**src/rtl/fnd_bcd_digit_driver.sv**
```systemverilog
// Binary-to-BCD FND digit driver: a double-dabble FSM feeds a display register
// that is muxed onto the active-low 7-segment outputs. Optional: FND_LZ_BLANK_EN.
module fnd_bcd_digit_driver #(
  parameter int DATA_W  = 14,
  parameter int MAX_VAL = 9999
) (
  input  logic              i_clk,
  input  logic              i_reset,
  input  logic [DATA_W-1:0] i_value,
  input  logic              i_load,
  input  logic [3:0]        i_fnd_sel,
  output logic [3:0]        o_fnd_com,
  output logic [7:0]        o_fnd_font,
  output logic              o_busy,
  output logic              o_done
);

  localparam int          CNT_W   = $clog2(DATA_W + 1);
  localparam logic [31:0] MAX_VEC = 32'(MAX_VAL);

  typedef enum logic [1:0] {
    IDLE,
    CONV,
    LATCH
  } state_t;

  state_t state, state_nxt;

  logic [DATA_W-1:0] bin_q;
  logic [15:0]       bcd_q;
  logic [15:0]       disp_q;
  logic [CNT_W-1:0]  cnt_q;

  logic [DATA_W-1:0] load_val;
  logic [15:0]       bcd_adj;
  logic              last_iter;
  logic [7:0]        digit_font;
  logic              blank_tens;
  logic              blank_hund;
  logic              blank_thou;

  function automatic logic [7:0] seg_font(input logic [3:0] nib);
    logic [7:0] seg;
    case (nib)
      4'd0:    seg = 8'hC0;
      4'd1:    seg = 8'hF9;
      4'd2:    seg = 8'hA4;
      4'd3:    seg = 8'hB0;
      4'd4:    seg = 8'h99;
      4'd5:    seg = 8'h92;
      4'd6:    seg = 8'h82;
      4'd7:    seg = 8'hF8;
      4'd8:    seg = 8'h80;
      4'd9:    seg = 8'h90;
      default: seg = 8'hFF;
    endcase
    return seg;
  endfunction

  // Clamp on the full unsigned input before it enters the shifter.
  assign load_val  = ({{(32-DATA_W){1'b0}}, i_value} > MAX_VEC) ? MAX_VEC[DATA_W-1:0] : i_value;
  assign last_iter = (cnt_q == CNT_W'(1));

  // NOTE: every always_comb output gets a default first so no latch is inferred.
  always_comb begin
    bcd_adj = bcd_q;
    for (int i = 0; i < 4; i++) begin
      if (bcd_q[i*4 +: 4] >= 4'd5) bcd_adj[i*4 +: 4] = bcd_q[i*4 +: 4] + 4'd3;
    end
  end

  // NOTE: sequential state uses non-blocking assignments so all flops update together.
  always_ff @(posedge i_clk or posedge i_reset) begin
    if (i_reset) state <= IDLE;
    else         state <= state_nxt;
  end

  always_comb begin
    state_nxt = state;
    case (state)
      IDLE:    if (i_load) state_nxt = CONV;
      CONV:    if (last_iter) state_nxt = LATCH;
      LATCH:   state_nxt = IDLE;
      default: state_nxt = IDLE;
    endcase
  end

  assign o_busy = (state == CONV);
  assign o_done = (state == LATCH);

  always_ff @(posedge i_clk or posedge i_reset) begin
    if (i_reset) begin
      bin_q  <= '0;
      bcd_q  <= '0;
      cnt_q  <= '0;
      disp_q <= '0;
    end else begin
      case (state)
        IDLE: begin
          if (i_load) begin
            bin_q <= load_val;
            bcd_q <= '0;
            cnt_q <= CNT_W'(DATA_W);
          end
        end
        CONV: begin
          bcd_q <= {bcd_adj[14:0], bin_q[DATA_W-1]};
          bin_q <= {bin_q[DATA_W-2:0], 1'b0};
          cnt_q <= cnt_q - 1'b1;
        end
        LATCH:   disp_q <= bcd_q;
        default: ;
      endcase
    end
  end

`ifdef FND_LZ_BLANK_EN
  // A digit blanks only when it and every digit above it are zero.
  assign blank_thou = (disp_q[15:12] == 4'd0);
  assign blank_hund = (disp_q[15:8] == 8'd0);
  assign blank_tens = (disp_q[15:4] == 12'd0);
`else
  assign blank_thou = 1'b0;
  assign blank_hund = 1'b0;
  assign blank_tens = 1'b0;
`endif

  always_comb begin
    digit_font = 8'hFF;
    case (i_fnd_sel)
      4'b1110: digit_font = seg_font(disp_q[3:0]);
      4'b1101: digit_font = blank_tens ? 8'hFF : seg_font(disp_q[7:4]);
      4'b1011: digit_font = blank_hund ? 8'hFF : seg_font(disp_q[11:8]);
      4'b0111: digit_font = blank_thou ? 8'hFF : seg_font(disp_q[15:12]);
      default: digit_font = 8'hFF;
    endcase
  end

  // Common and font are registered together so they always name the same digit.
  always_ff @(posedge i_clk or posedge i_reset) begin
    if (i_reset) begin
      o_fnd_com  <= 4'b1111;
      o_fnd_font <= 8'hFF;
    end else begin
      o_fnd_com  <= i_fnd_sel;
      o_fnd_font <= digit_font;
    end
  end

endmodule

```
**config.mk**
```make
export PLATFORM = sky130hd
export DESIGN_NAME = fnd_bcd_digit_driver
export DESIGN_NICKNAME = d
export VERILOG_FILES = /design/src/rtl/fnd_bcd_digit_driver.sv
export SDC_FILE = /design/constraint.sdc
export NUM_CORES = 1
export LEC_CHECK = 0
export ABC_AREA = 1
export CAP_MARGIN = 25
export CORE_MARGIN = 5
export CORE_UTILIZATION = 56
export DETAILED_ROUTE_END_ITERATION = 10
export GPL_TIMING_DRIVEN = 0
export PLACE_DENSITY = 0.76
export RECOVER_POWER = 100
export SLEW_MARGIN = 25
export SYNTH_ARGS = -nofsm -noshare
export SYNTH_HDL_FRONTEND = slang
export SYNTH_SLANG_ARGS = --single-unit
```
**constraint.sdc**
```tcl
create_clock -name i_clk -period 4.9 [get_ports i_clk]
set_input_delay 0.735 -clock i_clk [delete_from_list [all_inputs] [get_ports i_clk]]
set_output_delay 0.735 -clock i_clk [all_outputs]
set_load 0.1 [all_outputs]
```
# Word-level counts from Yosys, hierarchy flattened
# Memories as Yosys holds them, arrays and structs flattened.
# Cells that the tools add are included.
# op_classes
add_sub_neg	5
order_cmp	5
n_eq_ne	9
mux	15
n_reduce_logical	4
# ops
op	n
case mux 16 bit (2 select lines)	1
case mux 8 bit (4 select lines)	1
2-to-1 mux 14 bit	2
case mux 14 bit (2 select lines)	1
>= comparator 4 x 3 -> 1 bit, second input constant	4
2-to-1 mux 16 bit	1
2-to-1 mux 4 bit	4
greater-than comparator 14 bit, second input constant	1
adder 4 x 2 -> 4 bit, second input constant	3
== test 4 bit, second input constant	3
case mux 4 bit (2 select lines)	1
== test 4 x 1 -> 1 bit, second input constant	1
== test 4 x 3 -> 1 bit, second input constant	1
2-to-1 mux 2 bit	2
case mux 2 bit (2 select lines)	1
AND reduction 2 bit	2
subtractor 4 x 1 -> 4 bit, second input constant	1
adder 3 x 2 -> 3 bit, second input constant	1
2-to-1 mux 3 bit	1
== test 2 x 1 -> 1 bit, second input constant	1
== test 2 bit, second input constant	1
zero test 2 bit	1
inequality test 2 x 1 -> 1 bit, second input constant	1
inequality test 2 bit, second input constant	1
nonzero test 2 bit	1
# word_totals
register_bits	64
mem_bits_ro	448
input_bits	21
out_inout_bits	14
memories	4
# mem_list
memory	words	width	read_ports	rd_clocked_by_memory_dff	wr	line_no	source
(no name shown)	16	7	1	0	0	44	case (nib)
(no name shown)	16	7	1	0	0	44	
(no name shown)	16	7	1	0	0	44	
(no name shown)	16	7	1	0	0	44	

# Longest topological paths before layout
# Gate-level depths: netlist of the first run.
# depth
ltp_word	4
ltp_mapped	10
ltp_nobuf	10

# Least setup slack after synthesis of the first run
# OpenSTA, ideal clock, no wires.
# synth_timing
kind	register to output
from	register state[1]
to	output o_done
arrival_ns	1.116
setup_slack_ns	3.049
path_stages_with_launch	4
cell_sequence	dfrtp_1 > inv_1 > nor2_1 > buf_2
# synth_between
elab_chain_cells	1
# synth_rtl
element	line_no	source
start, declared	27	state_t state, state_nxt;
start signal, assigned	75	else state <= state_nxt;
== test 2 bit	89	assign o_done = (state == LATCH);
end, declared	15	output logic o_done
# No other way between the ends.

# Worst setup path after layout of the first run
# layout_timing
from	register state[1]
to	output o_busy
# layout_between
elab_chain_cells	1
# layout_rtl
element	line_no	source
== test 2 x 1 -> 1 bit	88	assign o_busy = (state == CONV);
end, declared	14	output logic o_busy,
# No other way between the ends.

==> run_results.csv, run 1 <==
group,metric,value,unit
outcome,status,"completed",
worst_setup_path,r2r_setup_slack,3040,ps
global_route,grt_use_total,19.3,%
logic_synthesis,synth_fp_nets,579,
power,leakage,2.29,nW
global_route,grt_overflow,0,
logic_synthesis,yosysTopAreaCell,"dfrtp_1",
logic_synthesis,yosysWarnings,0,
floorplanning,io_pins,35,
detailed_routing,drc,0,
detailed_routing,ant_nets,0,
sta,min_period_over_period,76.1,%
hold_path,hp-class,"register to register",
logic_synthesis,synth_top_area_share,33.9,%
place,dpl.hpwl,5890,um
logic_synthesis,synthDistinctLibCells,25,
sta,skew,9.87,ps
floorplanning,rows,30,
power,p_comb_share,47.4,%
detailed_routing,dr.pass1.iters,4,
worst_setup_path,crit_fanout,10,
detailed_routing,via_count,3340,
clock_tree,cts_resized,0,
sta,setup_tns,0,ps
place,dp_slack,1980,ps
clock_tree,cts-buffers-inserted,9,
clock_tree,root_buffer,"clkbuf_8",
global_route,grt_max_degree,53,
sta,setup_ws,1170,ps
logic_synthesis,yosys-top-cells-area,"dfrtp_1 (34%), nand2_1 (16%), ha_1 (11%)",
detailed_routing,post_drt_wl_per_cell,11.9,um
power,swShare,45.4,%
worst_setup_path,worstPathRequired,4160,ps
global_route,grt_pass1_vias,3086,
logic_synthesis,seq_area_frac_synth,41.4,%
logic_synthesis,synthesis.area,3840,sq um
global_route,grt_pass1_wl,13300,um
power,internal-power,1.40,mW
layout,n_fill_cell,592,
sta,period_needed,3730,ps
layout,drive_above_1_share,6.79,%
sta,relSlewSlack,34.1,%
sta,setup_viol,0,
power,power.clock.fraction,17.1,%
clock_tree,clockBufferDepth,2,
worst_setup_path,cp-start-kind,"register",
layout,diodes,0,
worst_setup_path,arrival,3000,ps
power,vdd_ir_drop_max,0.339,mV
floorplanning,initial_core_util,57.2,%
detailed_routing,avgViaCountPerCell,5.11,
floorplanning,die_x,92.8,um
logic_synthesis,avgSynthCellArea,7.33,sq um
sta,tightest_slew,986,ps
power,power.switching,1.16,mW
logic_synthesis,synth-seq-cells,63,
layout,area_growth,16.2,%
clock_tree,cts_sinks,63,
place,port_buffers,33,
clock_tree,hold_buffers,0,
place,place.gp.congestion,0.849,
clock_tree,cts_tree,"built",
global_route,grt_antenna_before_repair,0,
worst_setup_path,worstSetupPathType,"register to output pin",
layout,final_core_util,66.4,%
layout,final_cell_area,4460,sq um
sta,finalHoldViolCount,0,
power,pwr-share-seq,35.5,%
floorplanning,die_h,92.8,um
detailed_routing,drt_iter0_markers,114,
floorplanning,coreArea,6720,sq um
layout,layout.nets,624,
power,power_density,573,nW/um^2
job,drv_cap,0,
clock_tree,post-cts-setup-buffers,0,
worst_setup_path,endpoint_kind,"output pin",
logic_synthesis,postSynthCellCount,524,
floorplanning,dieArea,8620,sq um
clock_tree,h-tree-depth,3,
power,total_power,2.56,mW
clock_tree,clk_pin_slew_worst_paths,70,ps
sta,slew_viol_final,0,
sta,fmax,0.268,GHz
sta,rsz0062_at_grt,"no",
clock_tree,clkLatencyLatePin,340,ps
place,post_dp_cell_area,4300,sq um
detailed_routing,drt-total-wl,7810,um
[flip-flops by register name, indices dropped and copies added (netlist names)]
name and count:
bcd_q 16, bin_q 14, cnt_q 4, disp_q 16
o_fnd_com 4, o_fnd_font 7, state 2
[cell type report]
type	instances	area [sq um]	area share (%)
flip-flops and latches	63	1590	35.6
repair buffers	34	358	8.02
well taps	80	100	2.24
plain buffers	14	61.3	1.37
multi-input cells	385	1930	43.2
clock inverters	3	15.0	0.336
clock buffers	13	179	4.01
inverters	62	234	5.24
[Yosys cell counts, drive strengths merged]
library cell,n
nand2,167
nor2,73
inv,61
dfrtp,52
o21ai,37
ha,34
nand3,34
a21oi,17
buf,13
dfstp,11
o22ai,7
a22oi,6
or2,3
o211ai,2
xor2,2
clkbuf,1
clkinv,1
conb,1
nor3,1
o221ai,1
[power by group through the flow]
| stage | logic, mW | clock network [mW] | registers, mW |
|---|---|---|---|
| after floorplan | 0.919 | 0 | 0.945 |
| after global placement | 1.19 | 0 | 0.907 |
| after detailed placement | 1.24 | 0 | 0.917 |
| after CTS | 1.25 | 0.445 | 0.910 |
| after global routing | 1.41 | 0.470 | 0.945 |
| final | 1.21 | 0.437 | 0.910 |
[metal layers]
| layer | part of all wire (%) | GRT usage, % | up-vias |
|---|---|---|---|
| met5 | 0 | 0 | - |
| met4 | 2.2 | 9.16 | 0 |
| met3 | 4.1 | 3.25 | 14 |
| met2 | 51 | 34.4 | 68 |
| met1 | 43 | 22.3 | 1528 |
| li1 | - | - | 1730 |
[final timing paths]
path,start,endpoint,cells past startpoint
setup / recovery,state[1],o_busy,4
hold / removal,bcd_q[15],disp_q[15],2
setup reg to reg,state[0],cnt_q[1],6
hold reg to reg,bcd_q[15],disp_q[15],2
max in group asynchronous,i_reset,disp_q[5],3
min in group asynchronous,i_reset,o_fnd_font[1],2
[logic make-up after synthesis]
group / Yosys count / synth area share, %
buffers and inverters: 76 / 8.08
other: 1 / 0.0976
XOR/XNOR: 2 / 0.456
flip-flops: 63 / 41.4
AND/OR/NAND/NOR: 278 / 28.9
adder cells (fa/ha/maj): 34 / 11.1
AO/OA/AOI/OAI: 70 / 9.96
[per-stage QoR]
step / hold WS [ps] / instances
3_3_place_gp: 463 / 637
3_5_place_dp: 470 / 638
2_1_floorplan: 449 / 524
5_1_grt: 512 / 654
6_report: 477 / 654
4_1_cts: 487 / 654
[worst max-delay path, cell delays in order, from the launching register on]
cell and delay, ps:
dfrtp_1 380, nor2_1 190, clkbuf_1 390, clkbuf_1 420, dlygate4sd3_1 1270
[cells in the final DEF (no fill, tap or decap)]
master	synthesis	final
dfstp_2	11	11
dfrtp_1	52	52
o22ai_1	7	7
buf_4	3	1
nor2_1	71	72
buf_2	10	3
clkbuf_2	1	1
xor2_1	2	2
a21oi_1	17	17
clkdlybuf4s50_1	0	14
inv_2	3	1
nor3_1	1	1
clkinv_2	0	3
a22oi_1	6	6
dlygate4sd3_1	0	19
or2_2	3	3
o221ai_1	1	1
o21ai_0	37	37
buf_16	0	1
o211ai_1	2	2
ha_1	34	34
clkbuf_8	0	13
nand2_1	166	167
clkinvlp_2	0	1
clkinv_1	1	1
nor2_2	2	1
nand3_1	33	34
clkbuf_1	0	9
conb_1	1	1
inv_1	58	59
Power figures use the tool's default switching activity.
==> run 2: changes to the inputs <==
- clock period: 4.9 -> 3.75 ns (I/O delays scaled with it)
==> run 2 against run 1 <==
Routed wire length up 0.31%. Count of clock-buffer cells in the layout unchanged. Final cell count unchanged. Worst hold slack about the same. Flip-flop and latch count unchanged. Clock skew about the same. Die area unchanged. Design area down 0.42%. Sequential share of layout area up 0.15 points. Combinational power up 31%. First-iteration DRC count down 2.6%. Critical path depth unchanged. Largest cell class unchanged. Largest power group unchanged. Highest routed layer unchanged.
==> run_results.csv, run 2 (synthesized netlist as in run 1, its figures left out) <==
group,metric,value,unit
worst_setup_path,worstSetupPathType,"register to output pin",
worst_setup_path,r2r_start,"state[0]",
layout,final_cell_mix,"nand2_1 (167), nor2_1 (72), inv_1 (59)",
worst_setup_path,worstPathRequired,3190,ps
floorplanning,die_x,92.8,um
worst_setup_path,arrival,2800,ps
outcome,status,"completed",
clock_tree,clk_pin_slew_worst_paths,70,ps
hold_path,worstHoldStart,"bcd_q[15]",
sta,tightest_slew,1260,ps
place,place.gp.congestion,0.849,
clock_tree,clkLatencyLatePin,340,ps
detailed_routing,drt_iter0_markers,111,
layout,area_growth,15.7,%
detailed_routing,drt-total-wl,7830,um
detailed_routing,via_count,3335,
floorplanning,die_h,92.8,um
global_route,grt_antenna_before_repair,0,
hold_path,hold_depth,2,
place,port_buffers,33,
sta,setup_viol,0,
layout,finalNonFillerCells,654,
worst_setup_path,rr_worst_depth,6,
hold_path,hp-class,"register to register",
global_route,grt_max_degree,53,
sta,period_needed,3360,ps
clock_tree,cts_resized,0,
floorplanning,initial_core_util,57.2,%
clock_tree,clockBufferDepth,2,
power,power_density,753,nW/um^2
sta,finalHoldViolCount,0,
floorplanning,io_pins,35,
worst_setup_path,rr_endpoint,"cnt_q[1]",
sta,slew_viol_final,0,
worst_setup_path,r2r_setup_slack,1870,ps
layout,final_cell_area,4450,sq um
global_route,grt_overflow,0,
worst_setup_path,crit_fanout,10,
hold_path,hold_end,"disp_q[15]",
power,total_power,3.35,mW
sta,relSlewSlack,16.3,%
global_route,grt_use_total,19.3,%
global_route,grt_pass1_vias,3086,
worst_setup_path,max_stage_delay,1220,ps
layout,layout.nets,624,
clock_tree,cts_sinks,63,
sta,rsz0062_at_grt,"no",
floorplanning,dieArea,8620,sq um
layout,diodes,0,
worst_setup_path,endpoint_kind,"output pin",
clock_tree,h-tree-depth,3,
sta,setup_tns,0,ps
worst_setup_path,path_cells,"nor2_1 -> clkbuf_1 -> buf_4 -> dlygate4sd3_1",
detailed_routing,dr.pass1.iters,4,
sta,skew,9.87,ps
clock_tree,cts-buffers-inserted,9,
layout,final_core_util,66.2,%
layout,top_regs,"bcd_q: 16 flops, disp_q: 16 flops, bin_q: 14 flops",
layout,mostFrequentLayoutCell,"nand2_1",
sta,fmax,0.297,GHz
clock_tree,post-cts-setup-buffers,0,
place,dpl.hpwl,5890,um
clock_tree,cts_tree,"built",
detailed_routing,drc,0,
worst_setup_path,critical_path.slowest_cell,"dlygate4sd3_1",
detailed_routing,ant_nets,0,
detailed_routing,post_drt_wl_per_cell,12.0,um
power,leakage,2.28,nW
floorplanning,rows,30,
global_route,grt_pass1_wl,13300,um
place,dp.cells,638,
clock_tree,hold_buffers,0,
clock_tree,root_buffer,"clkbuf_8",
place,post_dp_cell_area,4300,sq um
worst_setup_path,cp-start-kind,"register",
power,vdd_ir_drop_max,0.444,mV
layout,drive_above_1_share,6.97,%
job,drv_cap,0,
sta,min_period_over_period,89.7,%
detailed_routing,avgViaCountPerCell,5.10,
floorplanning,coreArea,6720,sq um
## run 2: metrics by stage
| step | setup slack [ps] | hold slack (ps) |
|---|---|---|
| after floorplan | 1640 | 449 |
| after global placement | 528 | 463 |
| after detailed placement | 1000 | 470 |
| after CTS | 629 | 487 |
| after global routing | 278 | 512 |
| final | 387 | 477 |
## run 2: final cells by class
class / instances / area [sq um]
inverters: 62 / 234
flip-flops and latches: 63 / 1590
multi-input cells: 385 / 1930
fillers: 593 / 2270
plain buffers: 14 / 65.1
clock inverters: 3 / 15.0
well taps: 80 / 100
repair buffers: 34 / 335
clock buffers: 13 / 179
## run 2: critical path, delay by kind of cell (launching register included)
kind | cells | cell delay (ps)
buffers and inverters | 3 | 1880
DFF | 1 | 390
and+or+nand+nor | 1 | 200
## run 2: how the worst max path moves through the flow
stage | slack, ps | cells after the start | to | startpoint
6_report | 390 | 4 | o_busy | state[1]
5_1_grt | 280 | 5 | o_busy | state[0]
4_1_cts | 630 | 4 | o_done | state[1]
3_5_place_dp | 1000 | 4 | o_done | state[1]
3_3_place_gp | 530 | 2 | cnt_q[0] | i_reset
2_1_floorplan | 1640 | 1 | bcd_q[0] | i_reset
## run 2: power breakdown
group | total, mW | switching, mW | internal (mW)
registers | 1.19 | 0.225 | 0.963
logic | 1.59 | 1.03 | 0.554
clock network | 0.571 | 0.262 | 0.309
total | 3.35 | 1.52 | 1.83
## run 2: per-layer routing
layer  routed length (um)  global-route usage (%)  vias up
met5                    0                       0        -
met4                  169                    9.16        0
met3                  288                    3.25       14
met2                 3980                    34.4       59
met1                 3400                    22.3     1533
li1                     -                       -     1729
==> run 3: changes to the inputs <==
- SETUP_SLACK_MARGIN: not set -> 0.15
==> results of run 3 <==
Final layout, timing and power as in run 2 (identical DEF).
